$ cat src/rtl/vjtag_pkg.sv
// ----------------------------------------------------------------------------
// vjtag_pkg: shared types and frame layout for the virtual-JTAG DR master. Rev 1.0
// ----------------------------------------------------------------------------
`default_nettype none

package vjtag_pkg;

  typedef enum logic [1:0] {
    BYPASS = 2'b00,
    IR     = 2'b01,
    MEM    = 2'b11
  } jtag_instr_e;

  typedef enum logic [2:0] {
    IDLE = 3'd0,
    UIR  = 3'd1,
    CDR  = 3'd2,
    SDR  = 3'd3,
    UDR  = 3'd4,
    RSP  = 3'd5
  } vjm_state_e;

  localparam int DR_LEN   = 16;
  localparam int DATA_LSB = 0;
  localparam int ADDR_LSB = 8;

  function automatic logic instr_legal(input logic [1:0] instr);
    return (instr == IR) || (instr == MEM);
  endfunction

endpackage

`default_nettype wire

$ cat src/rtl/vjtag_dr_master_if.sv
// ----------------------------------------------------------------------------
// vjtag_dr_master_if: command/response bus plus virtual-JTAG strobes. Rev 1.0
// ----------------------------------------------------------------------------
`default_nettype none

interface vjtag_dr_master_if #(
  parameter int DATA_W = 8,
  parameter int ADDR_W = 8
);

  logic              cmd_valid;
  logic              cmd_ready;
  logic [1:0]        cmd_instr;
  logic              cmd_write;
  logic [ADDR_W-1:0] cmd_addr;
  logic [DATA_W-1:0] cmd_data;
  logic              rsp_valid;
  logic [DATA_W-1:0] rsp_data;
  logic              rsp_err;
  logic [1:0]        ir_in;
  logic              v_uir;
  logic              v_cdr;
  logic              v_sdr;
  logic              v_udr;
  logic              tdi;
  logic              tdo;

  modport master (
    input  cmd_valid, cmd_instr, cmd_write, cmd_addr, cmd_data, tdo,
    output cmd_ready, rsp_valid, rsp_data, rsp_err,
    output ir_in, v_uir, v_cdr, v_sdr, v_udr, tdi
  );

  modport slave (
    output cmd_valid, cmd_instr, cmd_write, cmd_addr, cmd_data, tdo,
    input  cmd_ready, rsp_valid, rsp_data, rsp_err,
    input  ir_in, v_uir, v_cdr, v_sdr, v_udr, tdi
  );

endinterface

`default_nettype wire

$ cat src/rtl/vjtag_dr_master.sv
// ----------------------------------------------------------------------------
// vjtag_dr_master: runs one IR-update/capture/16-bit shift/update DR frame per command. Rev 1.0
// ----------------------------------------------------------------------------
`default_nettype none

module vjtag_dr_master
  import vjtag_pkg::*;
#(
  parameter int DATA_W = 8,
  parameter int ADDR_W = 8
) (
  input  logic              tck,
  input  logic              aclr,
  vjtag_dr_master_if.master bus
);

  vjm_state_e        state_q;
  logic [3:0]        cnt_q;
  logic [DR_LEN-1:0] frame_q;
  logic              write_q;
  logic [ADDR_W-1:0] addr_q;
  logic [7:0]        hold_mem_q;
  logic [3:0]        hold_ir_q;
  logic              cmd_ready_q;
  logic              rsp_valid_q;
  logic              rsp_err_q;
  logic [DATA_W-1:0] rsp_data_q;
  logic [1:0]        ir_in_q;
  logic              uir_q;
  logic              cdr_q;
  logic              sdr_q;
  logic              udr_q;

  logic [DR_LEN-1:0] frame_d;
  logic [7:0]        addr_field;
  logic              accept;

  assign accept = bus.cmd_valid && cmd_ready_q;

  // Reads re-shift the held pointer so the responder's update rewrites the same byte.
  always_comb begin
    addr_field = 8'h00;
    frame_d    = '0;
    if (bus.cmd_write) begin
      addr_field = (bus.cmd_instr == IR) ? {4'h0, bus.cmd_addr[3:0]} : 8'(bus.cmd_addr);
      frame_d[DATA_LSB +: 8] = 8'(bus.cmd_data);
    end else begin
      addr_field = (bus.cmd_instr == IR) ? {4'h0, hold_ir_q} : hold_mem_q;
    end
    frame_d[ADDR_LSB +: 8] = addr_field;
  end

  always_ff @(posedge tck or negedge aclr) begin
    if (!aclr) begin
      state_q     <= IDLE;
      cnt_q       <= 4'd0;
      frame_q     <= '0;
      write_q     <= 1'b0;
      addr_q      <= '0;
      hold_mem_q  <= 8'h00;
      hold_ir_q   <= 4'h0;
      cmd_ready_q <= 1'b1;
      rsp_valid_q <= 1'b0;
      rsp_err_q   <= 1'b0;
      rsp_data_q  <= '0;
      ir_in_q     <= 2'b00;
      uir_q       <= 1'b0;
      cdr_q       <= 1'b0;
      sdr_q       <= 1'b0;
      udr_q       <= 1'b0;
    end else begin
      rsp_valid_q <= 1'b0;
      uir_q       <= 1'b0;
      cdr_q       <= 1'b0;
      udr_q       <= 1'b0;
      case (state_q)
        IDLE: begin
          if (accept) begin
            cmd_ready_q <= 1'b0;
            rsp_data_q  <= '0;
            rsp_err_q   <= 1'b0;
            write_q     <= bus.cmd_write;
            addr_q      <= bus.cmd_addr;
            frame_q     <= frame_d;
            cnt_q       <= 4'd0;
            if (!instr_legal(bus.cmd_instr)) begin
              state_q     <= RSP;
              rsp_valid_q <= 1'b1;
              rsp_err_q   <= 1'b1;
            end else if (bus.cmd_instr != ir_in_q) begin
              state_q <= UIR;
              uir_q   <= 1'b1;
              ir_in_q <= bus.cmd_instr;
            end else begin
              state_q <= CDR;
              cdr_q   <= 1'b1;
            end
          end
        end
        UIR: begin
          state_q <= CDR;
          cdr_q   <= 1'b1;
        end
        CDR: begin
          state_q <= SDR;
          sdr_q   <= 1'b1;
        end
        SDR: begin
          if (!cnt_q[3]) begin
            rsp_data_q[cnt_q[2:0]] <= bus.tdo;
          end
          frame_q <= frame_q >> 1;
          cnt_q   <= cnt_q + 4'd1;
          if (cnt_q == 4'd15) begin
            state_q <= UDR;
            sdr_q   <= 1'b0;
            udr_q   <= 1'b1;
          end
        end
        UDR: begin
          state_q     <= RSP;
          rsp_valid_q <= 1'b1;
          if (write_q) begin
            if (ir_in_q == IR) begin
              hold_ir_q <= addr_q[3:0];
            end else begin
              hold_mem_q <= addr_q[7:0];
            end
          end
        end
        RSP: begin
          state_q     <= IDLE;
          cmd_ready_q <= 1'b1;
        end
        default: begin
          state_q     <= IDLE;
          cmd_ready_q <= 1'b1;
          sdr_q       <= 1'b0;
        end
      endcase
    end
  end

  // Echo path: during the data half of a read, captured bits go straight back out.
  assign bus.tdi = sdr_q & ((!write_q && !cnt_q[3]) ? bus.tdo : frame_q[0]);

  assign bus.cmd_ready = cmd_ready_q;
  assign bus.rsp_valid = rsp_valid_q;
  assign bus.rsp_err   = rsp_err_q;
  assign bus.rsp_data  = rsp_data_q;
  assign bus.ir_in     = ir_in_q;
  assign bus.v_uir     = uir_q;
  assign bus.v_cdr     = cdr_q;
  assign bus.v_sdr     = sdr_q;
  assign bus.v_udr     = udr_q;

endmodule

`default_nettype wire

$ cat src/flat_wrapper.sv
// flat-port wrapper written by rule: the top's interface ports become plain ports
module vjtag_dr_master_flat import vjtag_pkg::*;
#(
  parameter int DATA_W = 8,
  parameter int ADDR_W = 8
)
  (tck, aclr, bus_cmd_valid, bus_cmd_instr, bus_cmd_write, bus_cmd_addr, bus_cmd_data, bus_tdo, bus_cmd_ready, bus_rsp_valid, bus_rsp_data, bus_rsp_err, bus_ir_in, bus_v_uir, bus_v_cdr, bus_v_sdr, bus_v_udr, bus_tdi);
  vjtag_dr_master_if #(.DATA_W(DATA_W), .ADDR_W(ADDR_W)) bus_i ();
  input  logic tck;
  input  logic aclr;
  input wire logic [$bits(bus_i.cmd_valid)-1:0] bus_cmd_valid;
  input wire logic [$bits(bus_i.cmd_instr)-1:0] bus_cmd_instr;
  input wire logic [$bits(bus_i.cmd_write)-1:0] bus_cmd_write;
  input wire logic [$bits(bus_i.cmd_addr)-1:0] bus_cmd_addr;
  input wire logic [$bits(bus_i.cmd_data)-1:0] bus_cmd_data;
  input wire logic [$bits(bus_i.tdo)-1:0] bus_tdo;
  output wire logic [$bits(bus_i.cmd_ready)-1:0] bus_cmd_ready;
  output wire logic [$bits(bus_i.rsp_valid)-1:0] bus_rsp_valid;
  output wire logic [$bits(bus_i.rsp_data)-1:0] bus_rsp_data;
  output wire logic [$bits(bus_i.rsp_err)-1:0] bus_rsp_err;
  output wire logic [$bits(bus_i.ir_in)-1:0] bus_ir_in;
  output wire logic [$bits(bus_i.v_uir)-1:0] bus_v_uir;
  output wire logic [$bits(bus_i.v_cdr)-1:0] bus_v_cdr;
  output wire logic [$bits(bus_i.v_sdr)-1:0] bus_v_sdr;
  output wire logic [$bits(bus_i.v_udr)-1:0] bus_v_udr;
  output wire logic [$bits(bus_i.tdi)-1:0] bus_tdi;
  assign bus_i.cmd_valid = bus_cmd_valid;
  assign bus_i.cmd_instr = bus_cmd_instr;
  assign bus_i.cmd_write = bus_cmd_write;
  assign bus_i.cmd_addr = bus_cmd_addr;
  assign bus_i.cmd_data = bus_cmd_data;
  assign bus_i.tdo = bus_tdo;
  assign bus_cmd_ready = bus_i.cmd_ready;
  assign bus_rsp_valid = bus_i.rsp_valid;
  assign bus_rsp_data = bus_i.rsp_data;
  assign bus_rsp_err = bus_i.rsp_err;
  assign bus_ir_in = bus_i.ir_in;
  assign bus_v_uir = bus_i.v_uir;
  assign bus_v_cdr = bus_i.v_cdr;
  assign bus_v_sdr = bus_i.v_sdr;
  assign bus_v_udr = bus_i.v_udr;
  assign bus_tdi = bus_i.tdi;
  vjtag_dr_master #(.DATA_W(DATA_W), .ADDR_W(ADDR_W)) u_core (.tck(tck), .aclr(aclr), .bus(bus_i));
endmodule
$ cat config.mk
export PLATFORM = sky130hd
export DESIGN_NAME = vjtag_dr_master_flat
export DESIGN_NICKNAME = d
export VERILOG_FILES = /design/src/rtl/vjtag_pkg.sv /design/src/rtl/vjtag_dr_master_if.sv /design/src/rtl/vjtag_dr_master.sv /design/src/flat_wrapper.sv
export SDC_FILE = /design/constraint.sdc
export NUM_CORES = 1
export LEC_CHECK = 0
export CELL_PAD_IN_SITES_DETAIL_PLACEMENT = 1
export CELL_PAD_IN_SITES_GLOBAL_PLACEMENT = 1
export CORE_MARGIN = 3
export CORE_UTILIZATION = 45
export DETAILED_ROUTE_END_ITERATION = 8
export PLACE_DENSITY = 0.83
export SETUP_SLACK_MARGIN = 0.4
export SLEW_MARGIN = 25
export SYNTH_ARGS = -nofsm -noshare
export SYNTH_HDL_FRONTEND = slang
export SYNTH_SLANG_ARGS = --single-unit
$ cat constraint.sdc
create_clock -name tck -period 2.53 [get_ports tck]
set_input_delay 0.6325 -clock tck [delete_from_list [all_inputs] [get_ports tck]]
set_output_delay 0.6325 -clock tck [all_outputs]
set_load 0.05 [all_outputs]
# Word-level counts from Yosys, hierarchy flattened
# Index checks and enable logic that the tools add are counted.
# W data, S select, Z words.
# classes
add_sub_neg,1
n_lt_le_gt_ge,2
n_eq_ne,13
muxes,37
bitwise_logic,4
n_reduce_logical,19
# op_table
cell,count
$mux W8,6
$pmux W16 S2,1
$mux W16,1
$pmux W8 S2,1
$mux W1,15
$pmux W3 S5,1
$reduce_and A2 Y1,5
$mux W3,3
$reduce_and A3 Y1,3
$bwmux W8,1
$pmux W4 S2,1
$reduce_or A4 Y1,2
$eq A3 B2 Y1 const B,2
$eq A3 B3 Y1 const B,2
$pmux W1 S2,3
$add A4 B1 Y4 const B,1
$eq A2 B1 Y1 const B,2
$eq A4 B4 Y1 const B,1
$lt A3 B4 Y1 const B,1
$mux W4,1
$ne A2 B1 Y1 const B,2
$reduce_and A4 Y1,1
$demux W1 S3,1
$eq A3 B1 Y1 const B,1
13 further kinds,18
# word_totals
ff_bits,61
inputBits,23
wordCells,92

# Longest topological paths before layout
# Gate-level depths: netlist of the first run.
# depth
ltp_word,7
depth_mapped,6

# Worst setup path before layout of the first run
# Ideal clock, no wire load.
# synth_path
path_type,register to output
start,"register u_core.sdr_q, in the netlist u_core.bus.v_sdr"
end,output port bus_tdi
arrival_ps,1510
path_slack_ps,388
stages_incl_launch_ff,3
n_path_buf,0
cell_sequence,dfrtp_1 > inv_1 > a21oi_1
# synth_via
elab_chain_cells,1
# synth_rtl
element,line,rtl
start: declaration,vjtag_dr_master.sv:31,logic sdr_q;
start signal: assignment,vjtag_dr_master.sv:69,sdr_q <= 1'b0;
start signal: assignment,vjtag_dr_master.sv:106,sdr_q <= 1'b1;
start signal: assignment,vjtag_dr_master.sv:116,sdr_q <= 1'b0;
$and A1 B1 Y1,vjtag_dr_master.sv:145,assign bus.tdi = sdr_q & ((!write_q && !cnt_q[3]) ? bus.tdo : frame_q[0]);
end: declaration,flat_wrapper.sv:26,output wire logic [$bits(bus_i.tdi)-1:0] bus_tdi;
# Every way passes these cells.

# Worst setup path after layout of the first run
# layout_path
start,"register u_core.cmd_ready_q, in the netlist u_core.bus.cmd_ready"
end,output port bus_cmd_ready
# layout_rtl
element,line,rtl
start: declaration,vjtag_dr_master.sv:24,logic cmd_ready_q;
start signal: assignment,vjtag_dr_master.sv:62,cmd_ready_q <= 1'b1;
start signal: assignment,vjtag_dr_master.sv:79,cmd_ready_q <= 1'b0;
start signal: assignment,vjtag_dr_master.sv:133,cmd_ready_q <= 1'b1;
end: declaration,flat_wrapper.sv:17,output wire logic [$bits(bus_i.cmd_ready)-1:0] bus_cmd_ready;
# No word-level cell between the ends.

==> results of run 1 <==
-- worst register-to-register path: stages (launching register included) --
cell,delay [ns]
dfrtp_1,0.56
nor2_1,0.25
nand4b_1,0.49
mux2_2,0.47
-- sequential cells by signal (all words and copies together), names as in the netlist, 2 cells and up --
register             cells
u_core.frame_q          16
u_core.addr_q            8
u_core.bus.rsp_data      8
u_core.hold_mem_q        8
u_core.cnt_q             4
u_core.hold_ir_q         4
u_core.state_q           3
u_core.bus.ir_in         2
-- power groups by stage --
stage          combinational, W  sequential (W)  clock [W]
5_1_grt                 0.00193         0.00168   0.000854
3_3_place_gp            0.00171         0.00161          0
6_report                0.00174         0.00163   0.000792
3_5_place_dp            0.00178         0.00164          0
2_1_floorplan          0.000999         0.00180          0
4_1_cts                 0.00175         0.00162   0.000804
-- cell type report --
class                           count  area share, %
Timing Repair Buffer               49           13.9
Clock inverter                      4          0.635
Tap cell                           75           2.64
Multi-Input combinational cell    218           34.9
Clock buffer                       12           4.37
Inverter                            4          0.423
Sequential cell                    61           43.1
-- Yosys cell counts, drive strengths merged, types with 3 or more instances --
library cell  number
a21oi             16
a31oi              7
buf                8
clkbuf            12
dfrtp             60
inv                4
mux2              17
mux2i              5
nand2             60
nand2b             6
nand3             30
nand3b             3
nor2              19
nor2b              4
nor3               4
o211ai             4
o21ai             18
or3                4
-- how the worst min path moves through the flow --
stage | start | endpoint
after floorplan | aclr | u_core.addr_q[0]
after global placement | u_core.addr_q[6] | u_core.addr_q[6]
after detailed placement | u_core.addr_q[5] | u_core.addr_q[5]
after CTS | aclr | u_core.bus.rsp_data[6]
after global routing | aclr | u_core.bus.rsp_data[6]
final | aclr | u_core.bus.rsp_data[6]
-- per-stage QoR --
stage	util, %	hold slack (ns)	cell area (um2)	cells
after floorplan	-	0.337	2870	303
after global placement	55.8	0.454	3360	406
after detailed placement	55.8	0.463	3360	406
after CTS	58.5	0.296	3530	422
after global routing	58.9	0.313	3550	423
final	58.9	0.282	3550	423
-- what timing repair did --
| action | CTS | global route |
|---|---|---|
| resized for setup | 13 | 8 |
| endpoints found under the hold margin | 0 | 0 |
| buffers inserted | 0 | 1 |
| endpoints found under the setup margin | 13 | 29 |
| hold buffers | 0 | 0 |
| gates cloned | 0 | 0 |
| pin swaps | 1 | 2 |
-- cells by family after synthesis --
kind of cell,Yosys count,synth area share [%]
xor gates and xnor gates,1,0.306
AOI/OAI and AO/OA,54,11.0
and+or+nand+nor,140,22.8
adders and majority gates,1,0.437
muxes,22,8.43
DFF,61,53.3
buffers and inverters,24,3.62
-- metal layers --
metal,vias to the layer above,global-route usage (%)
met5,-,0
met4,0,11.5
met3,19,4.03
met2,52,36.8
met1,1219,28.9
li1,1132,-
==> run_results.csv, run 1 <==
group,metric,value,unit
run_status,result_of_the_run,"completed",
finish,flow.area_growth_from_synthesis,23.8,%
worst_setup_path,worstReg2RegStart,"u_core.state_q[1]",
global_route,wire_length_of_the_first_global_routing_pass,12900,um
yosys,synth.area.top_cells,"dfrtp_1, nand2_1, mux2_2, nand3_1, o21ai_0",
finish,final_common_cell,"nand2_1",
timing,slew_headroom,60.4,%
clock_network,path_clk_slew,0.07,ns
yosys,number_of_enable_type_register_cells_in_the_synthesized_netlist,0,
finish,final_layout_size_suffix_gt1_share,13.8,%
floorplanning,initial_core_util,47.5,%
worst_setup_path,crit_chain,"clkdlybuf4s15_1",
clock_network,cts.root.buffer_cell,"clkbuf_8",
power_and_ir_drop,design_power,0.00417,W
timing,period_minus_slack,2.09,ns
place,pre_cts_slack,0.0728,ns
floorplanning,die-area,7360,um2
detailed_routing,total_detailed_routing_wirelength,7570,um
worst_setup_path,worstSetupPathType,"reg2out",
clock_network,cts_made_buffers,9,
timing,fin_ws,0.442,ns
floorplanning,number_of_rows_in_the_core_area,28,
worst_setup_path,worst_setup_slack_for_register_to_register_paths,0.65,ns
place,count_of_buffers_from_port_buffering,40,
global_route,grt_start_max_net_pins,39,
timing,max_slew.worst_pin.slew,0.586,ns
finish,seqCellArea,1530,um2
detailed_routing,post_drt_via_cell_ratio,5.73,
worst_setup_path,timing.critical_path.from,"u_core.bus.cmd_ready",
clock_network,ctsLongestPathBuffers,2,
detailed_routing,detail_route.wirelength.met1,3320,um
power_and_ir_drop,power_switching_share,44.5,%
finish,filler_cell_count,688,
power_and_ir_drop,leakage,1.75,nW
worst_setup_path,r2r-end,"u_core.hold_mem_q[3]",
floorplanning,design.core.area,6030,um2
clock_network,number_of_sinks_handled_by_clock_tree_synthesis,61,
place,hpwl,5110,um
detailed_routing,routed-via-count,2422,
worst_setup_path,critPathArrivalTime,1.46,ns
power_and_ir_drop,p_per_area,1170,nW/um2
finish,most-common-layout-cells,"nand2_1, dfrtp_1, nand3_1",
place,gp_congestion,0.737,
yosys,mappedNetlistArea,2870,um2
clock_network,htreeDepth,3,
global_route,grt_overflow,0,
timing,hold_viol,0,
timing,rsz0062_at_grt,"no",
global_route,first_global_vias,2557,
worst_setup_path,kind_of_launch_point_of_the_worst_setup_path,"flop",
hold_path,timing.hold.worst.class,"in2async",
timing,finalMaxSlewViolations,0,
timing,fin_worst_skew,0.0101,ns
detailed_routing,drt_pass1_iterations,4,
yosys,share_of_the_yosys_chip_area_belonging_to_registers,53.3,%
yosys,synth_area_leader_cell,"dfrtp_1",
worst_setup_path,cp_slowest_cell,"dfstp_2",
worst_setup_path,critical_path.max_fanout,7,
yosys,synth.ff_latch_count,61,
yosys,synth.avg_cell_area,9.46,um2
worst_setup_path,timing.critical_path.max_delay_family,"flip-flops",
clock_network,insertion_delay,0.34,ns
floorplanning,io-pin-count,41,
flow_run,timing.max_cap.violations,0,
clock_network,tritoncts_clock_tree,"built",
worst_setup_path,setup.worst_path.end,"bus_cmd_ready",
timing,report.final.setup_viol,0,
timing,finalCritPeriodShare,82.5,%
detailed_routing,dr.max_layer_used,"met4",
detailed_routing,wl_met2,3740,um
finish,finalNetCount,367,
detailed_routing,detail_route.wl_per_cell,17.9,um
worst_setup_path,cp.required,1.90,ns
worst_setup_path,critical_path.max_stage_delay,0.59,ns
detailed_routing,met3_wirelength,305,um
detailed_routing,drt_iter0_markers,179,
yosys,syn_inst,303,
yosys,syn_nets,327,
yosys,dominantRegCellSynth,"dfrtp_1",
timing,achievable-frequency,0.479,GHz
detailed_routing,ant_nets,0,
global_route,initial_antenna_violation_count,0,
worst_setup_path,timing.critical_path.buf_inv,1,
power_and_ir_drop,internal_power,0.00231,W
detailed_routing,detail_route.drc_violations,0,
power_and_ir_drop,seq_power_share,39.1,%
finish,area_of_the_multi_input_gates,1240,um2
finish,antenna-diode-count,0,
worst_setup_path,worst_setup_end_kind,"primary output",
yosys,share_of_async_settable_or_async_resettable_flops_after_synthesis,100,%
power_and_ir_drop,p_switching,0.00185,W
worst_setup_path,path_depth,1,
power_and_ir_drop,power_frac_comb,41.9,%
floorplanning,die-width,85.8,um
yosys,post-synth-top-area-fraction,52.4,%
timing,fin_setup_tns,0,ns
power_and_ir_drop,clock_power_share,19.0,%
yosys,ys_types,39,
yosys,yosys_warnings,0,
floorplanning,die_height,85.8,um
worst_setup_path,reg2reg_depth,3,
power_and_ir_drop,worst_ir_drop_vdd,0.000690,V
global_route,grt_use_total,22.6,%
Power figures use the tool's default switching activity.
==> run 2: changes to the inputs <==
- CORE_UTILIZATION: 45 -> 37
- PLACE_DENSITY: 0.83 -> 0.73
- clock period: 2.53 -> 1.75 ns (I/O delays scaled with it)
==> run 2 against run 1 <==
The flow now finishes with violations (setup timing). Critical path depth up 6. Die area rose by 20%. Final area increased by 36%. Register-to-register slack got worse by 0.74 ns. Clock skew is 0.0047 ns higher. Power increased by 95%. Worst hold slack worse by 0.27 ns.
==> run_results.csv, run 2 (synthesized netlist as in run 1, its figures left out) <==
group,metric,value,unit
worst_setup_path,worstSetupPathType,"reg2reg",
finish,flow.area_growth_from_synthesis,68.4,%
timing,rsz0062_at_grt,"yes",
finish,finalNetCount,438,
power_and_ir_drop,power_switching_share,45.2,%
timing,hold_viol,0,
clock_network,htreeDepth,3,
place,gp_congestion,0.767,
power_and_ir_drop,worst_ir_drop_vdd,0.000917,V
finish,final_common_cell,"dfrtp_1",
worst_setup_path,kind_of_launch_point_of_the_worst_setup_path,"flop",
timing,max_slew.worst_pin.slew,0.489,ns
detailed_routing,drt_pass1_iterations,4,
finish,antenna-diode-count,0,
detailed_routing,ant_nets,0,
timing,finalCritPeriodShare,105,%
floorplanning,design.core.area,7370,um2
finish,filler_cell_count,777,
clock_network,cts.root.buffer_cell,"clkbuf_8",
clock_network,insertion_delay,0.36,ns
place,dpl_cell_area,3620,um2
worst_setup_path,setup.worst_path.end,"u_core.frame_q[8]",
worst_setup_path,critical_path.max_fanout,6,
place,hpwl,5400,um
clock_network,ctsLongestPathBuffers,2,
place,pre_cts_slack,-0.272,ns
worst_setup_path,worst_setup_slack_for_register_to_register_paths,-0.09,ns
timing,fin_worst_skew,0.0148,ns
finish,stdcell_count,518,
timing,period_minus_slack,1.84,ns
power_and_ir_drop,p_per_area,1680,nW/um2
timing,fin_setup_tns,-0.188,ns
timing,final.hold.worst_slack,0.00883,ns
worst_setup_path,timing.critical_path.from,"u_core.bus.cmd_ready",
finish,final_layout_size_suffix_gt1_share,50.6,%
place,placed_cell_count,460,
run_status,result_of_the_run,"finished with violations",
flow_run,timing.max_cap.violations,0,
power_and_ir_drop,leakage,2.30,nW
timing,report.final.setup_viol,4,
finish,regMostFlops,"u_core.frame_q",
worst_setup_path,critPathArrivalTime,2.10,ns
floorplanning,initial_core_util,38.9,%
finish,finish.instance_area,4820,um2
global_route,grt_overflow,0,
worst_setup_path,worstReg2RegStart,"u_core.bus.cmd_ready",
floorplanning,die-area,8840,um2
floorplanning,die-width,94,um
power_and_ir_drop,p_switching,0.00367,W
hold_path,timing.hold.worst.class,"in2async",
clock_network,cts.hold.buffers_added,0,
floorplanning,number_of_rows_in_the_core_area,31,
worst_setup_path,reg2reg_depth,7,
clock_network,path_clk_slew,0.08,ns
global_route,grt_start_max_net_pins,30,
clock_network,tritoncts_clock_tree,"built",
finish,most-common-layout-cells,"dfrtp_1, buf_6, nand2_1",
detailed_routing,detail_route.wl_per_cell,23.3,um
clock_network,number_of_sinks_handled_by_clock_tree_synthesis,61,
timing,achievable-frequency,0.544,GHz
worst_setup_path,cp.required,2.02,ns
timing,finalMaxSlewViolations,0,
floorplanning,io-pin-count,41,
global_route,first_global_vias,2939,
detailed_routing,drt_iter0_markers,189,
global_route,initial_antenna_violation_count,0,
power_and_ir_drop,seq_power_share,29.5,%
finish,area_of_the_multi_input_gates,1700,um2
run_status,violated_checks,"setup timing",
floorplanning,die_height,94,um
global_route,grt_use_total,22.7,%
power_and_ir_drop,internal_power,0.00445,W
power_and_ir_drop,clock_power_share,14.7,%
detailed_routing,detail_route.drc_violations,0,
detailed_routing,post_drt_via_cell_ratio,5.63,
timing,slew_headroom,67.4,%
power_and_ir_drop,power_frac_comb,55.7,%
detailed_routing,routed-via-count,2914,
place,count_of_buffers_from_port_buffering,40,
finish,seqCellArea,1540,um2
timing,fin_ws,-0.0868,ns
worst_setup_path,worst_setup_end_kind,"flop",
detailed_routing,total_detailed_routing_wirelength,12000,um
clock_network,cts_made_buffers,9,
worst_setup_path,r2r-end,"u_core.frame_q[8]",
finish,largest_reg_flops,16,
global_route,wire_length_of_the_first_global_routing_pass,15400,um
## run 2: cell count changes in the layout (fill, tap and decap cells not counted), moves of 9 or more
| cell | delta |
|---|---|
| nand3_1 | -18 |
| nand2_1 | -19 |
| mux2_2 | -14 |
| buf_4 | +32 |
| buf_6 | +45 |
| o21ai_0 | -15 |
| nand2_2 | +12 |
| nand3_2 | +13 |
| dlygate4sd2_1 | -9 |
| mux2_4 | +14 |
## run 2: how the worst min path moves through the flow
stage,from,endpoint,depth (start not counted)
global route,aclr,u_core.bus.rsp_valid,1
floorplan,aclr,u_core.addr_q[0],0
finish,aclr,u_core.bus.rsp_valid,1
global placement,aclr,u_core.bus.rsp_data[4],1
detailed placement,aclr,u_core.bus.rsp_data[4],1
CTS,aclr,u_core.bus.rsp_valid,1
## run 2: per-stage QoR
stage,total power (W),util [%]
after floorplan,0.00411,-
after global placement,0.00515,49.1
after detailed placement,0.00523,49.1
after CTS,0.00714,60.3
after global routing,0.00849,65.5
final,0.00812,65.5
## run 2: worst max-delay path: stages (launching register included)
cell      delay [ns]
dfstp_4         0.64
nand3b_1        0.17
buf_4           0.19
nor2_4          0.12
buf_8           0.14
buf_6           0.10
o211ai_1        0.13
a31oi_1         0.24
## run 2: final cells by class
class                           instances  area share (%)
Clock buffer                           12            3.22
Sequential cell                        61            32.0
Inverter                                4           0.311
Timing Repair Buffer                  120            26.3
Tap cell                               99            2.57
Multi-Input combinational cell        218            35.2
Clock inverter                          4           0.467
## run 2: power by group through the flow
stage                     Clock (W)  Combinational [W]  Sequential [W]
final                       0.00120            0.00452         0.00240
after global routing        0.00127            0.00479         0.00243
after CTS                   0.00118            0.00368         0.00229
after detailed placement          0            0.00294         0.00229
after global placement            0            0.00287         0.00227
after floorplan                   0            0.00148         0.00263
## run 2: layer usage
| metal | vias up | track usage (%) | wire [um] |
|---|---|---|---|
| met1 | 1510 | 28.3 | 4850 |
| met5 | - | 0 | 0 |
| met4 | 0 | 7.82 | 368 |
| li1 | 1275 | - | - |
| met3 | 34 | 4.01 | 527 |
| met2 | 95 | 39.5 | 6300 |
## run 2: repair_timing
item	in CTS	in global routing
setup buffers	31	10
gates cloned	1	0
setup endpoints to repair	70	76
gates resized for setup	109	78
pin swaps	52	28
==> run 3: changes to the inputs <==
- CORE_UTILIZATION: 37 -> 35
- DONT_BUFFER_PORTS: unset -> 1
- PLACE_DENSITY: 0.73 -> 0.6
==> run 3 against run 2 <==
The flow finishes with violations (hold timing). Setup slack better by 0.13 ns. Sequential power grew 13%. Power decreased by 12%. Cell count is 14% lower. Routed wire length shrank 34%. Via count is 18% lower. Sequential cell count unchanged. Global-route usage down 4.5 points. Final area down 14%. Non-clock buffer count is 77 lower. Largest cell class unchanged. Largest power group unchanged.
==> run_results.csv, run 3 (synthesized netlist as in run 1, its figures left out) <==
group,metric,value,unit
finish,stdcell_count,444,
finish,final_common_cell,"dfrtp_1",
worst_setup_path,critPathArrivalTime,1.27,ns
clock_network,htreeDepth,3,
detailed_routing,drt_pass1_iterations,4,
power_and_ir_drop,leakage,1.86,nW
finish,antenna-diode-count,0,
detailed_routing,detail_route.wl_per_cell,18.0,um
timing,rsz0062_at_grt,"yes",
timing,fin_worst_skew,0.00965,ns
floorplanning,die_height,96.5,um
detailed_routing,ant_nets,0,
detailed_routing,drt_iter0_markers,60,
finish,most-common-layout-cells,"dfrtp_1, nand2_1, dfrtp_2",
worst_setup_path,worst_setup_slack_for_register_to_register_paths,0.07,ns
worst_setup_path,worst_setup_end_kind,"primary output",
place,placed_cell_count,407,
timing,finalCritPeriodShare,97.6,%
clock_network,tritoncts_clock_tree,"built",
detailed_routing,detail_route.drc_violations,0,
detailed_routing,routed-via-count,2382,
place,count_of_buffers_from_port_buffering,0,
floorplanning,die-width,96.5,um
finish,largest_reg_flops,16,
clock_network,number_of_sinks_handled_by_clock_tree_synthesis,61,
worst_setup_path,worstSetupPathType,"reg2out",
finish,final_layout_size_suffix_gt1_share,49.1,%
finish,flow.area_growth_from_synthesis,44.7,%
run_status,result_of_the_run,"finished with violations",
global_route,grt_overflow,0,
finish,regMostFlops,"u_core.frame_q",
hold_path,timing.hold.worst.class,"in2async",
detailed_routing,total_detailed_routing_wirelength,8000,um
global_route,grt_use_total,18.2,%
floorplanning,initial_core_util,36.5,%
timing,period_minus_slack,1.71,ns
place,gp_congestion,0.723,
place,hpwl,4840,um
run_status,violated_checks,"hold timing",
floorplanning,number_of_rows_in_the_core_area,32,
timing,achievable-frequency,0.585,GHz
floorplanning,io-pin-count,41,
global_route,wire_length_of_the_first_global_routing_pass,12800,um
timing,slew_headroom,74.9,%
clock_network,ctsLongestPathBuffers,2,
finish,final_core_util,52.8,%
worst_setup_path,cp.required,1.31,ns
global_route,initial_antenna_violation_count,0,
power_and_ir_drop,p_per_area,1730,nW/um2
clock_network,path_clk_slew,0.07,ns
finish,finalNetCount,362,
worst_setup_path,kind_of_launch_point_of_the_worst_setup_path,"flop",
timing,report.final.setup_viol,0,
worst_setup_path,critical_path.max_fanout,3,
clock_network,cts.root.buffer_cell,"clkbuf_8",
global_route,grt_start_max_net_pins,62,
detailed_routing,post_drt_via_cell_ratio,5.36,
timing,max_slew.worst_pin.slew,0.376,ns
timing,hold_viol,61,
timing,finalMaxSlewViolations,0,
place,pre_cts_slack,0.0924,ns
timing,fin_ws,0.0417,ns
clock_network,insertion_delay,0.35,ns
power_and_ir_drop,worst_ir_drop_vdd,0.000687,V
floorplanning,die-area,9310,um2
timing,final.hold.worst_slack,-0.219,ns
flow_run,timing.max_cap.violations,0,
global_route,first_global_vias,2552,
clock_network,cts_made_buffers,9,
floorplanning,design.core.area,7850,um2
-- run 3: cell count changes in the layout (fill, tap and decap cells not counted), moves of 5 or more --
cell             before  now
dfrtp_1              52   42
buf_4                39   16
dfrtp_2               8   18
buf_6                45   15
clkdlybuf4s50_1      18    0
o21ai_0               2    7
-- run 3: path summary, 6_finish.rpt --
check / end / from / cells past startpoint
worst max-delay path: bus_tdi / u_core.write_q / 4
worst min-delay path: u_core.bus.v_uir / aclr / 0
worst max register to register: u_core.bus.ir_in[1] / u_core.bus.cmd_ready / 5
worst min register to register: u_core.addr_q[7] / u_core.addr_q[7] / 2
max in group asynchronous: u_core.bus.cmd_ready / aclr / 0
min in group tck: u_core.bus.rsp_err / bus_cmd_instr[0] / 1
-- run 3: metal layers --
layer  part of all wire (%)  vias up  wire, um  track usage (%)
li1                       -     1125         -                -
met1                     44     1206      3500             22.2
met2                     50       44      4040             30.7
met3                    4.1        7       331             5.58
met4                    1.6        0       128             5.61
met5                      0        -         0                0
-- run 3: where the power goes --
part           switching, W  internal (W)
combinational       0.00172       0.00145
sequential         0.000795       0.00191
clock              0.000566      0.000728
-- run 3: final cells by class --
class / instances / area (um2)
clock buffer: 12 / 155
clock inverter: 3 / 45.0
fill: 846 / 3700
inverter: 4 / 15.0
multi-input combinational: 219 / 1720
sequential: 61 / 1550
tap: 102 / 128
timing repair buffer: 43 / 529
-- run 3: worst max-delay path, cell delays in order (launching register included) --
cell     delay (ns)
dfrtp_1        0.41
nor2_2         0.12
nand2_1        0.06
a21oi_2        0.18
buf_12         0.15
-- run 3: per-stage QoR --
step / cell area (um2) / hold slack, ns / TNS [ns] / power [W]
6_report: 4150 / -0.219 / 0 / 0.00717
5_1_grt: 4150 / -0.247 / -0.0301 / 0.00767
4_1_cts: 3730 / -0.241 / 0 / 0.00663
3_5_place_dp: 3110 / 0.144 / 0 / 0.00477
3_3_place_gp: 3110 / 0.144 / 0 / 0.00471
2_1_floorplan: 2900 / 0.142 / 0 / 0.00411
-- run 3: timing repair --
item / in CTS / in global routing
gates resized for setup: 76 / 80
pin swaps: 38 / 40
setup buffers: 12 / 7
hold endpoints to repair: 61 / 61
endpoints found under the setup margin: 72 / 67
gates cloned: 3 / 0
